`config.mk`:
```
export PLATFORM = sky130hd
export DESIGN_NAME = graphics_control
export DESIGN_NICKNAME = d
export VERILOG_FILES = /design/src/rtl/graphics_control.sv
export SDC_FILE = /design/constraint.sdc
export NUM_CORES = 1
export LEC_CHECK = 0
export BUFFER_PORTS_ARGS = -buffer_cell sky130_fd_sc_hd__buf_2
export CAP_MARGIN = 20
export CORE_MARGIN = 10
export CORE_UTILIZATION = 45
export DETAILED_ROUTE_END_ITERATION = 6
export REMOVE_ABC_BUFFERS = 1
export SETUP_SLACK_MARGIN = 0.1
export SLEW_MARGIN = 25
export SYNTH_ARGS = -nofsm -noshare
export SYNTH_HDL_FRONTEND = slang
export SYNTH_SLANG_ARGS = --single-unit
```
`constraint.sdc`:
```
create_clock -name clock -period 2.6 [get_ports clock]
set_input_delay 0.26 -clock clock [delete_from_list [all_inputs] [get_ports clock]]
set_output_delay 0.26 -clock clock [all_outputs]
set_load 0.005 [all_outputs]
```
`src/rtl/graphics_control.sv`:
```
// graphics_control: sequences graphics_datapath to draw one 8x8 block per
// request, optionally flashing it white, holding, then restoring the original
// colour.
//
// Ports:
//   clock        system clock
//   resetn       synchronous active-low reset
//   go           start request, sampled only in IDLE
//   flash_mode   sampled with go; 1 = draw/flash/hold/restore, 0 = draw only
//   load         datapath load (latch x/y/colour, clear pixel counter)
//   enable       datapath enable (advance pixel counter)
//   flash        datapath flash (colour <= white)
//   ld_previous  datapath restore of saved x/y/colour
//   plot         VGA write enable for the datapath's current pixel
//   busy         high in every state except IDLE
//   done         one-cycle pulse when an operation completes
module graphics_control #(
  parameter int unsigned PIXELS      = 64,
  parameter int unsigned HOLD_CYCLES = 12500000,
  parameter int unsigned HOLD_W      = 24
) (
  input  logic clock,
  input  logic resetn,
  input  logic go,
  input  logic flash_mode,
  output logic load,
  output logic enable,
  output logic flash,
  output logic ld_previous,
  output logic plot,
  output logic busy,
  output logic done
);

  localparam int unsigned PCNT_W = $clog2(PIXELS);
  localparam logic [PCNT_W-1:0] PCNT_LAST = PCNT_W'(PIXELS - 1);
  localparam logic [HOLD_W-1:0] HCNT_LAST = HOLD_W'(HOLD_CYCLES - 1);

  typedef enum logic [3:0] {
    S_IDLE,
    S_LOAD,
    S_DRAW,
    S_FLASH_SET,
    S_FLASH_DRAW,
    S_HOLD,
    S_RESTORE_SET,
    S_RESTORE_DRAW,
    S_DONE
  } state_t;

  state_t              state_q, state_d;
  logic [PCNT_W-1:0]   pcnt_q, pcnt_d;
  logic [HOLD_W-1:0]   hcnt_q, hcnt_d;
  logic                mode_q, mode_d;

  logic load_d, enable_d, flash_d, ld_previous_d, plot_d, busy_d, done_d;
  logic last_pixel;
  logic last_hold;

  assign last_pixel = (pcnt_q == PCNT_LAST);
  assign last_hold  = (hcnt_q == HCNT_LAST);

  // Next-state, counters, and Moore outputs decoded from the next state so the
  // registered outputs line up with the state they describe.
  always_comb begin
    state_d       = state_q;
    pcnt_d        = pcnt_q;
    hcnt_d        = hcnt_q;
    mode_d        = mode_q;
    load_d        = 1'b0;
    enable_d      = 1'b0;
    flash_d       = 1'b0;
    ld_previous_d = 1'b0;
    plot_d        = 1'b0;
    busy_d        = 1'b0;
    done_d        = 1'b0;

    case (state_q)
      S_IDLE: begin
        if (go) begin
          mode_d  = flash_mode;
          state_d = S_LOAD;
        end
      end
      S_LOAD: begin
        pcnt_d  = '0;
        state_d = S_DRAW;
      end
      S_DRAW, S_FLASH_DRAW, S_RESTORE_DRAW: begin
        if (last_pixel) begin
          pcnt_d = '0;
          if (state_q == S_DRAW)            state_d = mode_q ? S_FLASH_SET : S_DONE;
          else if (state_q == S_FLASH_DRAW) state_d = S_HOLD;
          else                              state_d = S_DONE;
        end else begin
          pcnt_d = pcnt_q + PCNT_W'(1);
        end
      end
      S_FLASH_SET: state_d = S_FLASH_DRAW;
      S_HOLD: begin
        if (last_hold) begin
          hcnt_d  = '0;
          state_d = S_RESTORE_SET;
        end else begin
          hcnt_d = hcnt_q + HOLD_W'(1);
        end
      end
      S_RESTORE_SET: state_d = S_RESTORE_DRAW;
      S_DONE:        state_d = S_IDLE;
      default:       state_d = S_IDLE;
    endcase

    case (state_d)
      S_IDLE: ;
      S_LOAD: begin
        load_d   = 1'b1;
        enable_d = 1'b1;
        busy_d   = 1'b1;
      end
      S_DRAW, S_FLASH_DRAW, S_RESTORE_DRAW: begin
        enable_d = 1'b1;
        plot_d   = 1'b1;
        busy_d   = 1'b1;
      end
      S_FLASH_SET: begin
        flash_d = 1'b1;
        busy_d  = 1'b1;
      end
      S_HOLD: busy_d = 1'b1;
      S_RESTORE_SET: begin
        ld_previous_d = 1'b1;
        busy_d        = 1'b1;
      end
      S_DONE: begin
        done_d = 1'b1;
        busy_d = 1'b1;
      end
      default: ;
    endcase
  end

  // State, counters, mode and output registers.
  always_ff @(posedge clock) begin
    if (!resetn) begin
      state_q     <= S_IDLE;
      pcnt_q      <= '0;
      hcnt_q      <= '0;
      mode_q      <= 1'b0;
      load        <= 1'b0;
      enable      <= 1'b0;
      flash       <= 1'b0;
      ld_previous <= 1'b0;
      plot        <= 1'b0;
      busy        <= 1'b0;
      done        <= 1'b0;
    end else begin
      state_q     <= state_d;
      pcnt_q      <= pcnt_d;
      hcnt_q      <= hcnt_d;
      mode_q      <= mode_d;
      load        <= load_d;
      enable      <= enable_d;
      flash       <= flash_d;
      ld_previous <= ld_previous_d;
      plot        <= plot_d;
      busy        <= busy_d;
      done        <= done_d;
    end
  end

endmodule

```
==> summary.md <==
| Metric | Value |
|---|---|
| Worst path arrival time | `2350 ps` |
| Total Die Area | `0.00790 mm²` |
| Crit share post-route | `83.3%` |
| Final net count | `269` |
| Hold Path Class | `in -> reg` |
| RSZ-0062 raised after global routing | `no` |
| Sequential area share after synthesis | `39.4%` |
| Worst r2r path cells | `5` |
| Drt initial violations | `103` |
| Drt first pass iters | `4` |
| Setup_tns | `0 ps` |
| Peak supply drop | `245 µV` |
| Top-Level Pins | `11` |
| Tot Pwr | `1220 µW` |
| Least-Margin Pin Slew | `676 ps` |
| Largest net degree at the start of global routing | `19` |
| FMAX | `462 MHz` |
| Input/output buffers | `10` |
| Hold Path Cell Cnt | `3` |
| Chip height | `88.9 µm` |
| Syn_area_per_cell | `8.50 µm²` |
| Final Cell Area | `0.00234 mm²` |
| Stages on worst setup path | `5` |
| CP Buf/Inv Count | `1` |
| Most frequent cells in the layout | `dfxtp_1 (42), nor2_1 (31), nand2_1 (22)` |
| Core area | `0.00447 mm²` |
| Synthesis-to-finish area growth | `9.67%` |
| Ys flop type | `dfxtp_1` |
| Clock Tree Root | `clkbuf_8` |
| Yosys warnings | `0` |
| GR Overflow Total | `0` |
| Crit-path most repeated cell | `or4_1` |
| Fin Clk Skew | `9.52 ps` |
| Antenna cells | `0` |
| Crit end category | `register` |
| FFs w/ async S/R, synth | `0%` |
| Synthesized area | `0.00213 mm²` |
| Global-route wire length before repair | `7.70 mm` |
| RePlAce Congestion | `0.840` |
| Initial Utilization | `47.7%` |
| Clock period minus final worst setup slack | `2170 ps` |
| Outcome | `complete, no violations` |
| Setup Fix Bufs, Post-CTS | `0` |
| Endpoints failing hold | `0` |
| Crit path cell chain | `or4_1 -> or4_1 -> o21ai_4 -> buf_4 -> nor2_1` |
| Critical Path Max Stage Delay | `700 ps` |
| CTS Buffer Depth | `2` |
| Library cells used by synthesis | `49` |
| Worst-skew pair later-pin latency | `300 ps` |
| Routed WL per cell | `13.9 µm` |
| Number of max-cap violations | `0` |
| Overall global routing resource usage | `12.1%` |
| Synthesized instance count | `251` |
| Vias | `1789` |
| Die Wd | `88.9 µm` |
| P_leak | `0.000850 µW` |
| Post-DP Area | `0.00225 mm²` |
| CP max-delay cell | `or4_1` |
| Vias per Instance | `5.66` |
| Leading cell type in the layout, fill and taps excluded | `dfxtp_1` |
| Nature of the critical path startpoint | `register` |
| EDFF count, synth | `0` |
| CP delay by family, top | `simple AND/OR/NAND/NOR gates` |
| Normalized max-slew margin | `54.6%` |
| Post-route ant nets | `0` |
| Critical path class | `reg -> reg` |
| Initial antenna violation count | `0` |
| FP Rows | `24` |
| Critical Path RT | `2780 ps` |
| Clock slew at reported path FFs | `80 ps` |
| DRC Markers | `0` |
| Max Slew Vio Count | `0` |
| Crit path max fanout | `18` |
| Total CTS buffers | `5` |
| Synth Register Bits | `42` |
| Share of layout cells above drive strength 1 | `12.5%` |
| TritonCTS clock tree | `yes` |
| Post_cts resized | `0` |
| CTS Hold Bufs | `0` |
| Final wirelength | `4.40 mm` |
| H-tree depth | `2` |
| Hold WS | `189 ps` |
| Clock Sink Count | `42` |
| Setup violations, final | `0` |
| Vias in the first global route | `1572` |
| DP HPWL | `3.11 mm` |
| Power per cell area | `521 mW/mm²` |
==> cell families after synthesis <==
kind of cell / after synthesis / share of synthesized area, %
AOI/OAI and AO/OA: 33 / 10.9
xor gates and xnor gates: 20 / 8.21
adders and majority gates: 2 / 1.17
buffers and inverters: 19 / 4.04
DFF: 42 / 39.4
muxes: 3 / 1.47
and+or+nand+nor: 132 / 34.8
==> per-layer routing <==
metal / GRT usage [%] / vias to the layer above / wire length (µm) / share of wire [%]
met5: 0 / - / 0 / 0
li1: - / 938 / - / -
met2: 16.4 / 25 / 1830 / 42
met4: 4.85 / 0 / 53 / 1.2
met3: 2.48 / 5 / 161 / 3.7
met1: 17.8 / 821 / 2360 / 54
==> area by class of cell <==
cell class                      instances  area (µm²)
Fill cell                             440        2130
Tap cell                               52        65.1
Clock inverter                          1        5.00
Timing Repair Buffer                   19         118
Clock buffer                            7        86.3
Sequential cell                        42         841
Multi-Input combinational cell        190        1210
Inverter                                5        18.8
==> state kept, by name (all words and copies together), names as in the netlist <==
signal,flops
load,1
mode_q,1
enable,1
flash,1
hcnt_q,24
plot,1
state_q,4
busy,1
done,1
pcnt_q,6
ld_previous,1
==> synth_stat cells (2+ instances only) <==
master,count,area [µm²]
and4_1,5,43.8
nand2_1,22,82.6
xor2_1,12,105
and2_1,4,25.0
nand3_1,16,80.1
nor3_1,8,40.0
a211oi_1,3,22.5
clkbuf_1,12,45.0
ha_1,2,25.0
o21a_1,2,15.0
buf_6,2,22.5
nor4bb_1,3,30.0
a311oi_1,2,17.5
and3b_1,3,26.3
nand4_1,9,56.3
o21ai_0,4,20.0
o22ai_1,3,18.8
and3_1,7,43.8
nor4_1,2,12.5
a21boi_0,2,15.0
o211ai_1,2,15.0
or3_1,4,25.0
xnor2_1,8,70.1
dfxtp_1,42,841
a21oi_1,8,40.0
mux2i_1,2,20.0
nor2_1,31,116
nand4b_1,4,35.0
or4_1,3,22.5
inv_1,5,18.8
==> worst paths after layout <==
check / to / slack [ps] / from
setup / recovery: hcnt_q[23]$_SDFFE_PN0P_ / 430 / hcnt_q[8]$_SDFFE_PN0P_
hold / removal: mode_q$_SDFFE_PN0P_ / 190 / flash_mode
setup reg to reg: hcnt_q[23]$_SDFFE_PN0P_ / 430 / hcnt_q[8]$_SDFFE_PN0P_
hold reg to reg: hcnt_q[1]$_SDFFE_PN0P_ / 490 / hcnt_q[1]$_SDFFE_PN0P_
==> stage by stage <==
stage / setup slack [ps] / cells / utilization [%]
after global placement: 478 / 308 / 50.3
final: 433 / 316 / 52.3
after global routing: 229 / 316 / 52.3
after floorplan: 535 / 237 / -
after detailed placement: 443 / 308 / 50.3
after CTS: 431 / 316 / 52.3
==> report_power, final <==
part / internal [µW] / switching (µW) / leakage (µW)
clock: 214 / 224 / 0.0000482
combinational: 48.8 / 60.0 / 0.000461
sequential: 658 / 14.2 / 0.000340
total: 921 / 298 / 0.000850
==> worst reg2reg max path, stage by stage, from the launching register on <==
cell and delay, ps:
dfxtp_1 350, or4_1 510, or4_1 700, o21ai_4 180, buf_4 240, nor2_1 80
Power figures use the tool's default switching activity.
